==> src/rtl/mem_port_arbiter_pkg.sv <==
// Shared definitions for the three-port memory arbiter: requester IDs,
// the idle owner code, FSM state encodings and a one-hot helper.
`timescale 1ns/1ps
package mem_port_arbiter_pkg;

    localparam logic [1:0] REQ_IF     = 2'd0;
    localparam logic [1:0] REQ_MEM    = 2'd1;
    localparam logic [1:0] REQ_DBG    = 2'd2;
    localparam logic [1:0] OWNER_NONE = 2'd3;

    typedef enum logic [1:0] {
        ST_IDLE  = 2'd0,
        ST_ISSUE = 2'd1,
        ST_WAIT  = 2'd2,
        ST_DONE  = 2'd3
    } arb_state_t;

    // Requester index to one-hot request vector; the idle code maps to no bits.
    function automatic logic [2:0] onehot3(input logic [1:0] idx);
        logic [2:0] vec;
        case (idx)
            2'd0:    vec = 3'b001;
            2'd1:    vec = 3'b010;
            2'd2:    vec = 3'b100;
            default: vec = 3'b000;
        endcase
        return vec;
    endfunction

endpackage

==> src/rtl/mem_port_arbiter_pick.sv <==
// Combinational winner selection. Priority is MEM > IF > DBG, except that a
// starved DBG port wins outright. Masked requesters never win.
`timescale 1ns/1ps
module mem_arb_pick
    import mem_port_arbiter_pkg::*;
(
    input  logic [2:0] req,
    input  logic [2:0] mask,
    input  logic       starve_hit,
    output logic [1:0] pick,
    output logic       any
);

    logic [2:0] elig_s;

    // Select the winning requester among the unmasked requests.
    always_comb begin
        elig_s = req & ~mask;
        any    = |elig_s;
        if (starve_hit && elig_s[2]) begin
            pick = REQ_DBG;
        end else if (elig_s[1]) begin
            pick = REQ_MEM;
        end else if (elig_s[0]) begin
            pick = REQ_IF;
        end else if (elig_s[2]) begin
            pick = REQ_DBG;
        end else begin
            pick = OWNER_NONE;
        end
    end

endmodule

==> src/rtl/mem_port_arbiter.sv <==
// Shares one single-port memory between instruction fetch, data access and a
// loader/debug port. One transaction at a time, fixed read latency, and a
// registered completion pulse back to the owner.
`timescale 1ns/1ps
module mem_port_arbiter
    import mem_port_arbiter_pkg::*;
#(
    parameter int ADDR_W     = 32,
    parameter int DATA_W     = 32,
    parameter int MEM_LAT    = 2,
    parameter int STARVE_MAX = 4
) (
    input  logic                CLK,
    input  logic                Rst,
    input  logic [2:0]          req,
    input  logic [2:0]          we,
    input  logic [3*ADDR_W-1:0] addr,
    input  logic [3*DATA_W-1:0] wdata,
    output logic [2:0]          gnt,
    output logic [2:0]          done,
    output logic [DATA_W-1:0]   rdata,
    output logic                busy,
    output logic [1:0]          owner,
    output logic                mem_en,
    output logic                mem_we,
    output logic [ADDR_W-1:0]   mem_addr,
    output logic [DATA_W-1:0]   mem_wdata,
    input  logic [DATA_W-1:0]   mem_rdata
);

    localparam int LAT_W = (MEM_LAT > 1) ? $clog2(MEM_LAT) : 1;
    localparam int STV_W = $clog2(STARVE_MAX + 1);
    localparam logic [LAT_W-1:0] LAT_INIT   = LAT_W'(MEM_LAT - 1);
    localparam logic [STV_W-1:0] STARVE_TOP = STV_W'(STARVE_MAX);

    arb_state_t           state_r;
    logic [1:0]           owner_r;
    logic                 we_q_r;
    logic [LAT_W-1:0]     lat_cnt_r;
    logic [STV_W-1:0]     starve_cnt_r;
    logic [2:0]           gnt_r;
    logic [2:0]           done_r;
    logic                 busy_r;
    logic                 mem_en_r;
    logic                 mem_we_r;
    logic [ADDR_W-1:0]    mem_addr_r;
    logic [DATA_W-1:0]    mem_wdata_r;
    logic [DATA_W-1:0]    rdata_r;

    logic [2:0]           mask_s;
    logic                 starve_hit_s;
    logic [1:0]           pick_s;
    logic                 any_s;
    logic                 dbg_lose_s;
    logic                 sel_we_s;
    logic [ADDR_W-1:0]    sel_addr_s;
    logic [DATA_W-1:0]    sel_wdata_s;

    // In DONE the finishing owner still holds req, so its bit is hidden from arbitration.
    always_comb begin
        mask_s = 3'b000;
        if (state_r == ST_DONE) begin
            mask_s = onehot3(owner_r);
        end else begin
            mask_s = 3'b000;
        end
    end

    assign starve_hit_s = (starve_cnt_r == STARVE_TOP);

    mem_arb_pick u_pick (
        .req        (req),
        .mask       (mask_s),
        .starve_hit (starve_hit_s),
        .pick       (pick_s),
        .any        (any_s)
    );

    // DBG loses an arbitration when it competes and someone else wins.
    assign dbg_lose_s = req[2] & ~mask_s[2] & any_s & (pick_s != REQ_DBG);

    // Route the winning requester's command fields toward the grant registers.
    always_comb begin
        sel_we_s    = 1'b0;
        sel_addr_s  = {ADDR_W{1'b0}};
        sel_wdata_s = {DATA_W{1'b0}};
        case (pick_s)
            REQ_IF: begin
                sel_we_s    = we[0];
                sel_addr_s  = addr[0*ADDR_W +: ADDR_W];
                sel_wdata_s = wdata[0*DATA_W +: DATA_W];
            end
            REQ_MEM: begin
                sel_we_s    = we[1];
                sel_addr_s  = addr[1*ADDR_W +: ADDR_W];
                sel_wdata_s = wdata[1*DATA_W +: DATA_W];
            end
            REQ_DBG: begin
                sel_we_s    = we[2];
                sel_addr_s  = addr[2*ADDR_W +: ADDR_W];
                sel_wdata_s = wdata[2*DATA_W +: DATA_W];
            end
            default: begin
                sel_we_s    = 1'b0;
                sel_addr_s  = {ADDR_W{1'b0}};
                sel_wdata_s = {DATA_W{1'b0}};
            end
        endcase
    end

    // Transaction FSM; every output is registered on the transition into its state.
    always_ff @(posedge CLK or posedge Rst) begin
        if (Rst) begin
            state_r      <= ST_IDLE;
            owner_r      <= OWNER_NONE;
            we_q_r       <= 1'b0;
            lat_cnt_r    <= {LAT_W{1'b0}};
            starve_cnt_r <= {STV_W{1'b0}};
            gnt_r        <= 3'b000;
            done_r       <= 3'b000;
            busy_r       <= 1'b0;
            mem_en_r     <= 1'b0;
            mem_we_r     <= 1'b0;
            mem_addr_r   <= {ADDR_W{1'b0}};
            mem_wdata_r  <= {DATA_W{1'b0}};
            rdata_r      <= {DATA_W{1'b0}};
        end else begin
            gnt_r    <= 3'b000;
            done_r   <= 3'b000;
            mem_en_r <= 1'b0;
            mem_we_r <= 1'b0;
            case (state_r)
                ST_IDLE, ST_DONE: begin
                    if (any_s) begin
                        state_r     <= ST_ISSUE;
                        owner_r     <= pick_s;
                        we_q_r      <= sel_we_s;
                        mem_addr_r  <= sel_addr_s;
                        mem_wdata_r <= sel_wdata_s;
                        gnt_r       <= onehot3(pick_s);
                        mem_en_r    <= 1'b1;
                        mem_we_r    <= sel_we_s;
                        busy_r      <= 1'b1;
                    end else begin
                        state_r <= ST_IDLE;
                        owner_r <= OWNER_NONE;
                        busy_r  <= 1'b0;
                    end
                    if (any_s && (pick_s == REQ_DBG)) begin
                        starve_cnt_r <= {STV_W{1'b0}};
                    end else if (dbg_lose_s && !starve_hit_s) begin
                        starve_cnt_r <= starve_cnt_r + STV_W'(1);
                    end else begin
                        starve_cnt_r <= starve_cnt_r;
                    end
                end
                ST_ISSUE: begin
                    state_r   <= ST_WAIT;
                    lat_cnt_r <= LAT_INIT;
                end
                ST_WAIT: begin
                    if (lat_cnt_r == {LAT_W{1'b0}}) begin
                        if (!we_q_r) begin
                            rdata_r <= mem_rdata;
                        end else begin
                            rdata_r <= rdata_r;
                        end
                        state_r <= ST_DONE;
                        done_r  <= onehot3(owner_r);
                    end else begin
                        lat_cnt_r <= lat_cnt_r - LAT_W'(1);
                    end
                end
                default: begin
                    state_r <= ST_IDLE;
                    owner_r <= OWNER_NONE;
                    busy_r  <= 1'b0;
                end
            endcase
        end
    end

    assign gnt       = gnt_r;
    assign done      = done_r;
    assign rdata     = rdata_r;
    assign busy      = busy_r;
    assign owner     = owner_r;
    assign mem_en    = mem_en_r;
    assign mem_we    = mem_we_r;
    assign mem_addr  = mem_addr_r;
    assign mem_wdata = mem_wdata_r;

endmodule

==> config.mk <==
export PLATFORM = sky130hd
export DESIGN_NAME = mem_port_arbiter
export DESIGN_NICKNAME = d
export VERILOG_FILES = /design/src/rtl/mem_port_arbiter_pkg.sv /design/src/rtl/mem_port_arbiter_pick.sv /design/src/rtl/mem_port_arbiter.sv
export SDC_FILE = /design/constraint.sdc
export NUM_CORES = 1
export LEC_CHECK = 0
export BUFFER_PORTS_ARGS = -buffer_cell sky130_fd_sc_hd__buf_2
export CAP_MARGIN = 20
export CORE_AREA = 2 2 133 135
export CTS_CLUSTER_DIAMETER = 120
export DETAILED_ROUTE_END_ITERATION = 16
export DIE_AREA = 0 0 135 137
export GPL_ROUTABILITY_DRIVEN = 0
export PLACE_DENSITY = 0.67
export SYNTH_ARGS = -nofsm -noshare
export SYNTH_HDL_FRONTEND = slang
export SYNTH_SLANG_ARGS = --single-unit
==> constraint.sdc <==
create_clock -name CLK -period 8.5 [get_ports CLK]
set_input_delay 1.7 -clock CLK [delete_from_list [all_inputs] [get_ports CLK]]
set_output_delay 1.7 -clock CLK [all_outputs]
set_load 0.05 [all_outputs]
==> results.md <==
- RR Startpoint: state_r[0]$_DFFE_PP0P_
- Yosys top cell area share: 0.522
- Area of the multi-input gates: 2250 um2
- Post-CTS setup buffer count: 0
- CTS hold repair buffers: 0
- CTS Root Cell: clkbuf_16
- Drt first-iter violations: 403
- Slew @ Worst Pin: 971 ps
- Die X: 135 um
- Grt ovf: 0
- Fmax: ~0.25 GHz
- Yosys top cell by area: dfrtp_1
- Syn_nets: 761
- Routed via count: 5592
- # fillers: ~1700
- Hold Vio Cnt, Final: 0
- Hold Startpoint: busy$_DFFE_PP0P_
- Row cnt: 48
- Count leader, synth: nand3_1
- Finished Cell Area: 7800 um2
- Reg2Reg Setup Slack: around 5100 ps
- Final net count: between 1000 and 1500
- Seq/Total Area, Yosys: 0.532
- Clock Skew: around 9.5 ps
- Status: finished, final reports clean
- Worst-Skew Late Latency: 410 ps
- Routed WL per cell: 17.5 um
- Setup_tns: 0 ps
- Worst Setup Start Kind: input port
- RSZ-0062 raised after global routing: no
- Max-Cap Viols: 0
- Peak VDD IR: 0.422 mV
- Drt drc: 0
- Starting density of the core: 0.315
- CTS tree: done
- Post-Syn Area: between 5000 and 6000 um2
- Die outline height: roughly 140 um
- H-tree depth: 4
- PortBufs: between 300 and 400
- M1 WL: 7.61 mm
- Kind of critical path: input port to flip-flop
- Final min period: 3970 ps
- Crit. End Element: flip-flop
- CP startpoint: req[1]
- DIE AREA: 18500 um2
- R2R depth: 9
- Crit path to: we_q_r$_DFFE_PP0P_
- Pwr per Cell Area: 515 nW/um2
- Main synth FF type: dfrtp_1
- Worst rel slew slack: 0.353
- Final Slew Violations: 0
- FF/Latch Area: about 2900 um2
- Worst EP required: about 8800 ps
- FF+latch count, synth: 114
- Largest net degree at the start of global routing: 69
- Synth Area per Inst: 10.2 um2
- CTS max path bufs: 2
- Sink Count: 114
- CTS resizes: 0
- Min-Delay Path Class: flip-flop to flip-flop
- Ys async rst share: 1.00
- Highest Signal Layer: met5
- Number of inserted diodes: 0
- Gate Count Post-Synth: between 500 and 600
- First-pass GRT wire length: 27.9 mm
- Synth top area cells: dfrtp_1 52%, nand3_1 18%, a22oi_1 8.9%
- Distinct cells, synth: 39
- DR WL met3: roughly 1.3 mm
- Synth warnings: 0
- Met2 wire len: 9.66 mm
- Final ANT Viol Nets: 0
- Area grow syn2layout: 45.1%
- CTS clk-pin slew, worst paths: 60 ps
- Final core utilization: 0.457
- Clock buffer count from CTS: 17
- Post-DP Area: 7210 um2
- Wirelength, routed: 18.9 mm
- CP arrival: about 4300 ps
- Crit Reg-Reg Endpoint: mem_wdata[22]$_DFFE_PP0P_
- Total leakage power: around 3.9 nW
- Core Area: 17100 um2
- Ratio of cells with drive above 1 in the final layout: 0.491
- Synth cell count leaders: 194 x nand3_1, 112 x dfrtp_1, 64 x a22oi_1
- Post-synth EDFFs: 0
- Initial antenna violation count: 1
- IO Count: 339
- Initial DRT Pass Iterations: 4
- All-Layer GR Usage: 0.195
- Final period util: 0.467
- CP Max Fanout: 46
- Vias in the first global route: 5243
- Final setup violation count: 0
- Vias/cell: just over 5
- DP Wirelength: 13.3 mm
[layout make-up]
class / instances / share of cell area
well taps: 225 / 0.0361
repair buffers: 347 / 0.228
flip-flops and latches: 114 / 0.366
clock buffers: 18 / 0.0550
clock inverters: 13 / 0.0207
multi-input cells: 351 / 0.289
inverters: 10 / 0.00514
[state kept, by name, summed over array words and instances (netlist names), 2 cells and up]
| register | cells |
|---|---|
| mem_wdata | 32 |
| owner | 2 |
| done | 3 |
| gnt | 3 |
| state_r | 2 |
| starve_cnt_r | 3 |
| mem_addr | 32 |
| rdata | 32 |
[how the worst min path moves through the flow]
stage                            endpoint  cells after the start  slack (ps)
finish                   busy$_DFFE_PP0P_                      1         490
global route             busy$_DFFE_PP0P_                      1         510
CTS                      busy$_DFFE_PP0P_                      1         500
detailed placement       busy$_DFFE_PP0P_                      1         470
global placement         busy$_DFFE_PP0P_                      1         470
floorplan           lat_cnt_r$_DFFE_PP0N_                      2         470
[through the flow]
stage / total power [mW] / cells / worst slack [ps] / hold slack [ps]
3_5_place_dp: 3.31 / 1047 / 4130 / 474
5_1_grt: 4.25 / 1078 / 4400 / 513
2_1_floorplan: 2.72 / 525 / 3790 / 475
6_report: 4.02 / 1078 / 4530 / 491
3_3_place_gp: 3.28 / 1046 / 4060 / 473
4_1_cts: 4.05 / 1078 / 4550 / 495
[cell families after synthesis]
logic type	Yosys count	synth area share
flops	114	0.532
compound gates	89	0.123
mux	33	0.0690
simple gates	225	0.213
fa+ha+maj	4	0.00932
buf+inv	60	0.0540
[cell usage in the layout, fill, tap and decap left out, drive strengths merged, types with 3 or more instances in the layout]
cell type / count
a21oi: 5
a22oi: 64
and3: 3
buf: 347
bufinv: 3
clkbuf: 18
clkinv: 4
clkinvlp: 4
dfrtp: 112
ha: 4
inv: 12
mux2: 32
nand2: 7
nand3: 194
nor2: 5
nor3: 4
o21ai: 7
o22ai: 3
[routing by layer]
layer	vias up	global-route usage
li1	2595	-
met1	2718	0.238
met2	256	0.339
met3	21	0.0474
met4	2	0.0619
met5	-	0
[worst max-delay path, cell delays in order]
cell and delay, ps:
buf_2 150, nor2b_1 140, a2111o_1 490, o31ai_4 850
buf_4 610, nand2_1 160, a31oi_1 190
[power by group]
part | internal [mW] | switching, mW
Clock | 0.459 | 0.260
Sequential | 0.819 | 0.143
Combinational | 0.612 | 1.73
Note: power is estimated with default switching activity, not from simulation.
